## src/rtl/rram_ctrl_pkg.sv

```systemverilog
// Shared command codes, FSM state and status encodings for the RRAM controller.
package rram_ctrl_pkg;

  localparam logic [3:0] CMD_READ1  = 4'b0001;
  localparam logic [3:0] CMD_WRITE1 = 4'b0100;
  localparam logic [3:0] CMD_FORM1  = 4'b0110;
  localparam logic [3:0] CMD_READ2  = 4'b0011;
  localparam logic [3:0] CMD_WRITE2 = 4'b0010;
  localparam logic [3:0] CMD_FORM2  = 4'b0111;
  localparam logic [3:0] CMD_ABORT  = 4'b1111;

  typedef enum logic [3:0] {
    IDLE, ADDR, CONF, CACHE, WRITE, FORM, VERIFY, READ, DONE
  } state_t;

  typedef enum logic [1:0] {OP_READ, OP_WRITE, OP_FORM} op_t;

  typedef enum logic [1:0] {
    ST_NONE = 2'b00, ST_PASS = 2'b01, ST_FAIL = 2'b10, ST_CMD_ERR = 2'b11
  } status_t;

  function automatic logic is_array(input state_t s);
    return (s == CACHE) || (s == WRITE) || (s == FORM) || (s == VERIFY) || (s == READ);
  endfunction

  function automatic logic is_first(input logic [3:0] cmd);
    return (cmd == CMD_READ1) || (cmd == CMD_WRITE1) || (cmd == CMD_FORM1);
  endfunction

  function automatic op_t op_of(input logic [3:0] cmd);
    case (cmd)
      CMD_WRITE1: return OP_WRITE;
      CMD_FORM1:  return OP_FORM;
      default:    return OP_READ;
    endcase
  endfunction

  function automatic logic [3:0] confirm_code(input op_t op);
    case (op)
      OP_WRITE: return CMD_WRITE2;
      OP_FORM:  return CMD_FORM2;
      default:  return CMD_READ2;
    endcase
  endfunction

endpackage

```

## src/rtl/rram_pulse_timer.sv

```systemverilog
// Loadable down-counter; done is high while the count sits at zero.
module rram_pulse_timer #(
  parameter int W = 4
) (
  input  logic         clk,
  input  logic         rst,
  input  logic         load,
  input  logic [W-1:0] value,
  output logic         done
);

  logic [W-1:0] count;

  always_ff @(posedge clk) begin
    if (rst)
      count <= '0;
    else if (load)
      count <= value;
    else if (count != '0)
      count <= count - 1'b1;
  end

  assign done = (count == '0);

endmodule

```

## src/rtl/rram_ctrl_verify.sv

```systemverilog
// RRAM control unit: NAND-style command decode, FORM/WRITE/READ sequencing with
// an internal pulse timer and a verify/retry loop reporting PASS/FAIL status.
module rram_ctrl_verify
  import rram_ctrl_pkg::*;
#(
  parameter int CACHE_CYC = 4,
  parameter int WRITE_CYC = 8,
  parameter int FORM_CYC  = 16,
  parameter int READ_CYC  = 4,
  parameter int MAX_RETRY = 3
) (
  input  logic       clk,
  input  logic       rst,
  input  logic       CE,
  input  logic       CLE,
  input  logic       ALE,
  input  logic [3:0] command,
  input  logic       address_ready,
  input  logic       verify_pass,
  output logic       we_writeread,
  output logic       re_writeread,
  output logic       forming_writeread,
  output logic       WE_L,
  output logic       RE_L,
  output logic       en_decoder,
  output logic       RB,
  output logic [1:0] status,
  output logic [3:0] retry_cnt
);

  localparam int TW = (FORM_CYC > 1) ? $clog2(FORM_CYC) : 1;
  localparam logic [TW-1:0] CACHE_LD = TW'(CACHE_CYC - 1);
  localparam logic [TW-1:0] WRITE_LD = TW'(WRITE_CYC - 1);
  localparam logic [TW-1:0] FORM_LD  = TW'(FORM_CYC - 1);
  localparam logic [TW-1:0] READ_LD  = TW'(READ_CYC - 1);
  localparam logic [3:0]    RETRY_MAX = 4'(MAX_RETRY);

  state_t        state;
  op_t           op;
  status_t       status_q;
  logic [3:0]    retry_q;
  logic          tmr_load;
  logic [TW-1:0] tmr_value;
  logic          tmr_done;

  wire cmd_strobe = CLE & ~CE;
  wire abort      = cmd_strobe && (command == CMD_ABORT);

  // Timer is held loaded with the length of whichever timed state comes next,
  // and reloaded on the last cycle of a timed state, so each state lasts N cycles.
  always_comb begin
    tmr_load  = 1'b1;
    tmr_value = '0;
    case (state)
      CONF:        tmr_value = (op == OP_WRITE) ? CACHE_LD : (op == OP_FORM) ? FORM_LD : READ_LD;
      CACHE:       begin tmr_load = tmr_done; tmr_value = WRITE_LD; end
      WRITE, FORM: begin tmr_load = tmr_done; tmr_value = READ_LD; end
      VERIFY:      begin tmr_load = tmr_done; tmr_value = (op == OP_FORM) ? FORM_LD : WRITE_LD; end
      READ:        tmr_load = tmr_done;
      default:     ;
    endcase
  end

  rram_pulse_timer #(.W(TW)) u_timer (
    .clk   (clk),
    .rst   (rst),
    .load  (tmr_load),
    .value (tmr_value),
    .done  (tmr_done)
  );

  always_ff @(posedge clk) begin
    if (rst) begin
      state    <= IDLE;
      op       <= OP_READ;
      status_q <= ST_NONE;
      retry_q  <= '0;
    end else if (abort) begin
      state <= IDLE;
      if (is_array(state)) status_q <= ST_FAIL;
    end else begin
      case (state)
        IDLE, DONE: begin
          if (cmd_strobe && is_first(command)) begin
            op    <= op_of(command);
            state <= ADDR;
          end else begin
            state <= IDLE;
          end
        end
        ADDR: begin
          if (CE) state <= IDLE;
          else if (ALE && address_ready) state <= CONF;
        end
        CONF: begin
          if (CE) begin
            state <= IDLE;
          end else if (CLE) begin
            if (command == confirm_code(op)) begin
              retry_q  <= '0;
              status_q <= ST_NONE;
              state    <= (op == OP_WRITE) ? CACHE : (op == OP_FORM) ? FORM : READ;
            end else begin
              status_q <= ST_CMD_ERR;
              state    <= IDLE;
            end
          end
        end
        CACHE:       if (tmr_done) state <= WRITE;
        WRITE, FORM: if (tmr_done) state <= VERIFY;
        VERIFY: begin
          if (tmr_done) begin
            if (verify_pass) begin
              status_q <= ST_PASS;
              state    <= DONE;
            end else if (retry_q < RETRY_MAX) begin
              retry_q <= retry_q + 1'b1;
              state   <= (op == OP_FORM) ? FORM : WRITE;
            end else begin
              status_q <= ST_FAIL;
              state    <= DONE;
            end
          end
        end
        READ: begin
          if (tmr_done) begin
            status_q <= ST_PASS;
            state    <= DONE;
          end
        end
        default: state <= IDLE;
      endcase
    end
  end

  always_comb begin
    we_writeread      = 1'b0;
    re_writeread      = 1'b0;
    forming_writeread = 1'b0;
    WE_L              = 1'b1;
    RE_L              = 1'b1;
    en_decoder        = 1'b0;
    RB                = 1'b1;
    case (state)
      CONF:   en_decoder = 1'b1;
      CACHE:  begin WE_L = 1'b0; en_decoder = 1'b1; RB = 1'b0; end
      WRITE:  begin we_writeread = 1'b1; en_decoder = 1'b1; RB = 1'b0; end
      FORM:   begin forming_writeread = 1'b1; en_decoder = 1'b1; RB = 1'b0; end
      VERIFY: begin re_writeread = 1'b1; en_decoder = 1'b1; RB = 1'b0; end
      READ:   begin re_writeread = 1'b1; RE_L = 1'b0; en_decoder = 1'b1; RB = 1'b0; end
      default: ;
    endcase
  end

  assign status    = status_q;
  assign retry_cnt = retry_q;

endmodule

```

## config.mk

```make
export PLATFORM = sky130hd
export DESIGN_NAME = rram_ctrl_verify
export DESIGN_NICKNAME = d
export VERILOG_FILES = /design/src/rtl/rram_ctrl_pkg.sv /design/src/rtl/rram_pulse_timer.sv /design/src/rtl/rram_ctrl_verify.sv
export SDC_FILE = /design/constraint.sdc
export NUM_CORES = 1
export LEC_CHECK = 0
export ABC_AREA = 1
export BUFFER_PORTS_ARGS = -buffer_cell sky130_fd_sc_hd__buf_2
export CORE_UTILIZATION = 50
export DETAILED_ROUTE_END_ITERATION = 8
export PLACE_DENSITY = 0.74
export SLEW_MARGIN = 25
export SYNTH_ARGS = -nofsm -noshare
export SYNTH_HDL_FRONTEND = slang
export SYNTH_SLANG_ARGS = --single-unit
```

## constraint.sdc

```tcl
create_clock -name clk -period 1.7 [get_ports clk]
set_input_delay 0.34 -clock clk [delete_from_list [all_inputs] [get_ports clk]]
set_output_delay 0.34 -clock clk [all_outputs]
set_load 0.02 [all_outputs]
```

Word level (Yosys, flattened, before mapping)

Cells that the tools add are included.

Add/subtract/negate cells: 2
Magnitude comparators: 1
Eq/ne operators: 32
Mux-type cells: 54
Bitwise operators: 3
Reduce and logical (&&, ||, !) cells: 25

Operator list:

| cell                 | number |
|---|---|
| $mux W4              | 26 |
| $pmux W4 S7          | 1 |
| $eq A4 B3 Y1 const B | 6 |
| $mux W2              | 10 |
| $ne A3 B3 Y1 const B | 6 |
| $ne A2 B2 Y1 const B | 8 |
| $pmux W4 S4          | 1 |
| $mux W1              | 10 |
| $eq A4 B1 Y1 const B | 2 |
| $eq A4 B2 Y1 const B | 2 |
| $eq A4 B4 Y1 const B | 2 |
| $logic_not A4 Y1     | 2 |
| $pmux W4 S2          | 1 |
| $reduce_and A8 Y1    | 1 |
| $reduce_bool A4 Y1   | 2 |
| $reduce_or A2 Y1     | 4 |
| $reduce_and A7 Y1    | 1 |
| $logic_or A1 B1 Y1   | 6 |
| $mux W3              | 2 |
| $pmux W2 S3          | 1 |
| $pmux W3 S2          | 1 |
| $reduce_and A6 Y1    | 1 |
| $reduce_or A6 Y1     | 1 |
| $reduce_or A5 Y1     | 1 |
| other kinds (14)     | 19 |

Register bits: 16
Input port bits: 11
Output and inout port bits: 13

Depth between registers and ports, before layout

Depth in word-level cells: 13
Mapped depth: 11

Hierarchy

A second synthesis with hierarchy kept.

Cells, all modules: 211
Area, all modules: 1,248.7 um2

Modules (own cells, without submodules):

| module           | times used | cells an instance | area an instance (um2) | sequential area each (um2) |
|---|---|---|---|---|
| rram_ctrl_verify | 1          | 171               | 1,001.0                | 240.2 |
| rram_pulse_timer | 1          | 40                | 247.7                  | 80.1 |

Worst setup path before layout

OpenSTA, ideal clock, no wires.

Kind: flip-flop to flip-flop
Start: register state[1]
End: register retry_q[1], in the netlist retry_cnt[1]
Library setup time: 114 ps
Arrival: 1,292 ps
Setup slack: 294 ps
Stages on the path, launching flop included: 10
Path buffers: 0
Cell sequence: dfxtp_1 > inv_2 > nor2_1 > nand2_2 > nand3_2 > nor2_4 > nand2_2 > nand2_1 > o21ai_1 > nor2_1

Word-level cells in the longest chain between the ends: 3
Elaborated cells between the ends (all ways): 11
Those cells by class: eq/ne: 8; mux: 1; reduce/logical: 2

Ends and longest elaborated chain:

| element                                                     | RTL line                | RTL |
|---|---|---|
| start, declared                                             | rram_ctrl_verify.sv:38  | `state_t state;` |
| start signal, assigned                                      | rram_ctrl_verify.sv:102 | `state <= (op == OP_WRITE) ? CACHE : (op == OP_FORM) ? FORM : READ;` |
| start signal, assigned                                      | rram_ctrl_verify.sv:118 | `state <= (op == OP_FORM) ? FORM : WRITE;` |
| $eq A4 B2 Y1 / $eq A4 B3 Y1 (equally long branches)         | rram_ctrl_verify.sv:82  | `case (state)` |
| $ne A2 B2 Y1 (no source line), or another cell as far along | -                       |  |
| $reduce_and A8 Y1 (no source line)                          | -                       |  |
| end signal, assigned                                        | rram_ctrl_verify.sv:117 | `retry_q <= retry_q + 1'b1;` |
| end, declared                                               | rram_ctrl_verify.sv:41  | `logic [3:0] retry_q;` |

Parallel ways exist; a longest one is shown, timed or not.
A chain may end at the register's enable or synchronous reset.

Final worst setup path

Start: register state[3]
End: output port WE_L

Word-level cells in the longest chain between the ends: 2

Ends and longest elaborated chain:

| element       | RTL line                | RTL |
|---|---|---|
| $eq A4 B2 Y1  | rram_ctrl_verify.sv:144 | `case (state)` |
| $mux W1       | rram_ctrl_verify.sv:144 |  |
| end, declared | rram_ctrl_verify.sv:23  | `output logic WE_L,` |

Every way passes these cells.

==> metrics.cfg <==
[outcome]
status=completed

[setup_path]
cpPeakStageDelay_ps=390
worstSetupEndpointType=primary output
critPathMaxFanout=6
path_cells=nor2_1, nand3_1, buf_2
slowest_stage=dfxtp_1
critical-path-top-delay-family=flip-flops
worstPathArrival_ps=1270
startpoint_type=flop
worstPathRequired_ps=1360
critPathKind=reg2out
worst-path-buf-inv=1

[logic_synthesis]
synthSimpleGateAreaFrac_pct=43.6
syn_inst=186
synth_top_family_by_area=simple AND/OR/NAND/NOR gates
syn_area_sq_um=1120
yosysUniqueCellTypes=24
yosysWarnings=0
synth-seq-cells=16
synth_compound_area_share_pct=14.2
ys_seq_area_share_pct=28.5
syn_nets=199
syn_area_per_cell_sq_um=6.05
synthMuxAreaShare_pct=0
synth_xor_area_share_pct=0.779
synthAdderAreaFrac_pct=2.22

[detailed_routing]
via_per_inst=5.04
postRouteWirelength_mm=2.70
drt_iter0_markers=25
drc=0
wire_per_inst_microns=11.2
num_vias=1210
first_pass_iters=4
final_antenna_net_count=0

[timing]
max_slew_margin_pct=82.2
hold_viol_final=0
final.setup.tns_ps=0
setup_violations=0
post-route-period-util_pct=94.8
rsz0062_at_grt=false
slew_violations=0
fin_skew_ps=9.86
post-route-min-period_ps=1610
timing.fmax_mhz=620
setup_ws_ps=88.2
worstMarginPinSlew_ps=266

[grt]
grt_pass1_vias=1142
grt_pass1_wl_mm=4.64
grt-ovfl-total=0
antenna_found_initial=0
grt_max_degree=10
grtUsageTotal_pct=24.5

[clock_tree]
post_cts_buffers=0
clk_pin_slew_worst_paths_ps=110
cts_root_buffer=clkbuf_4
cts_tree=built
hold_buffers=0
cts_buffers=3
cts_sinks=16
clk_path_buf_depth=2
htreeDepth=1
clock_latency_ps=300

[finish]
syn_to_final_growth_pct=16.8
nFillCells=217
finish.net_count=227
layout-drive-gt1-share_pct=23.5
num_antenna_cells=0
fin_area_sq_um=1310

[die]
die_x_microns=49.4
initial_core_util_pct=55.1
ios=24
std_cell_rows=16
design.core.area_sq_um=2040
die_y_microns=49.4
die_area_sq_um=2440

[flow_run]
maxCapViolCount=0

[power]
powerDensity_nw_per_um2=540
ir_worst_vdd_mv=0.537
leakage_nw=0.665

[min_path]
hp-class=in2reg

[placed_design]
dpl_worst_slack_ps=243
io_buffer_count=23
place_area_sq_um=1270
hpwl_mm=2.14
finalWeightedCongestion=0.928

[metrics by stage]
| stage | hold WS, ps | power, mW | utilization, % | std cells |
|---|---|---|---|---|
| after floorplan | 402 | 0.423 | - | 186 |
| after global placement | 452 | 0.448 | 62.4 | 236 |
| after detailed placement | 453 | 0.451 | 62.4 | 236 |
| after CTS | 261 | 0.713 | 64.2 | 240 |
| after global routing | 260 | 0.740 | 64.3 | 240 |
| final | 269 | 0.709 | 64.3 | 240 |
[cells in the final DEF (no fill, tap or decap), types with 4 or more instances in the layout]
master | netlist | layout
o21ai_0 | 8 | 8
buf_2 | 0 | 23
inv_2 | 4 | 4
nor2_1 | 26 | 26
dfxtp_1 | 16 | 13
inv_1 | 27 | 27
nand2_2 | 5 | 5
nand2_1 | 50 | 50
nand3_1 | 11 | 11
a21oi_1 | 12 | 12
nor2_2 | 4 | 4
[layout make-up]
| class | instances | area, sq um | share of cell area [%] |
|---|---|---|---|
| Timing Repair Buffer | 23 | 115 | 8.76 |
| Clock buffer | 4 | 36.3 | 2.76 |
| Multi-Input combinational cell | 138 | 684 | 52.1 |
| Inverter | 32 | 120 | 9.14 |
| Sequential cell | 16 | 324 | 24.7 |
| Tap cell | 27 | 33.8 | 2.57 |
[synthesized netlist by cell type]
cell type,count,share of area [%]
nand3b_1,2,1.3
ha_1,2,2.2
inv_2,4,1.3
nand2_1,50,17
o21ai_1,2,0.89
dfxtp_1,16,28
inv_1,27,9.0
o211a_1,1,0.89
xor2_1,1,0.78
clkinv_1,1,0.33
and3_1,1,0.56
a21oi_2,2,1.6
nor2_2,4,2.2
nand2_2,5,2.8
a21oi_1,12,5.3
nor2_1,26,8.7
o31ai_1,1,0.67
nor2_4,3,3.0
nand3_1,11,4.9
o21ai_0,8,3.6
nand4_1,2,1.1
a211oi_1,2,1.3
nand3_2,2,1.8
or2_0,1,0.56
[routing by layer]
| layer | global-route usage (%) | vias to the layer above | share of wire [%] |
|---|---|---|---|
| met5 | 0 | - | 0 |
| met1 | 30.1 | 538 | 46 |
| met3 | 3.12 | 7 | 4.0 |
| li1 | - | 634 | - |
| met2 | 41.3 | 31 | 47 |
| met4 | 12.9 | 0 | 2.5 |
[timing repair]
| action | CTS | global route |
|---|---|---|
| endpoints found under the hold margin | 0 | 0 |
| endpoints found under the setup margin | 0 | 3 |
| gates resized for setup | 0 | 3 |
[logic make-up after synthesis]
logic type	Yosys count
buffers and inverters	32
adders and majority gates	2
AOI/OAI and AO/OA	28
DFF	16
xor gates and xnor gates	1
and+or+nand+nor	107
[sequential cells by signal, summed over array words and instances (netlist names)]
| register | count |
|---|---|
| state | 4 |
| status | 2 |
| op | 2 |
| retry_cnt | 4 |
| u_timer.count | 4 |
[report_power, final]
group	total, mW	leakage [nW]	switching (mW)	internal, mW
Combinational	0.0633	0.514	0.0417	0.0216
Clock	0.266	0.0210	0.135	0.131
Sequential	0.380	0.131	0.00231	0.377
[final timing paths]
path / slack [ps] / endpoint / cells after the start / startpoint
setup / recovery: 90 / WE_L / 3 / state[3]
hold reg to reg: 470 / retry_cnt[3] / 2 / retry_cnt[3]
setup reg to reg: 160 / retry_cnt[1] / 11 / op[1]
hold / removal: 270 / status[0] / 2 / rst
Power figures use the tool's default switching activity.
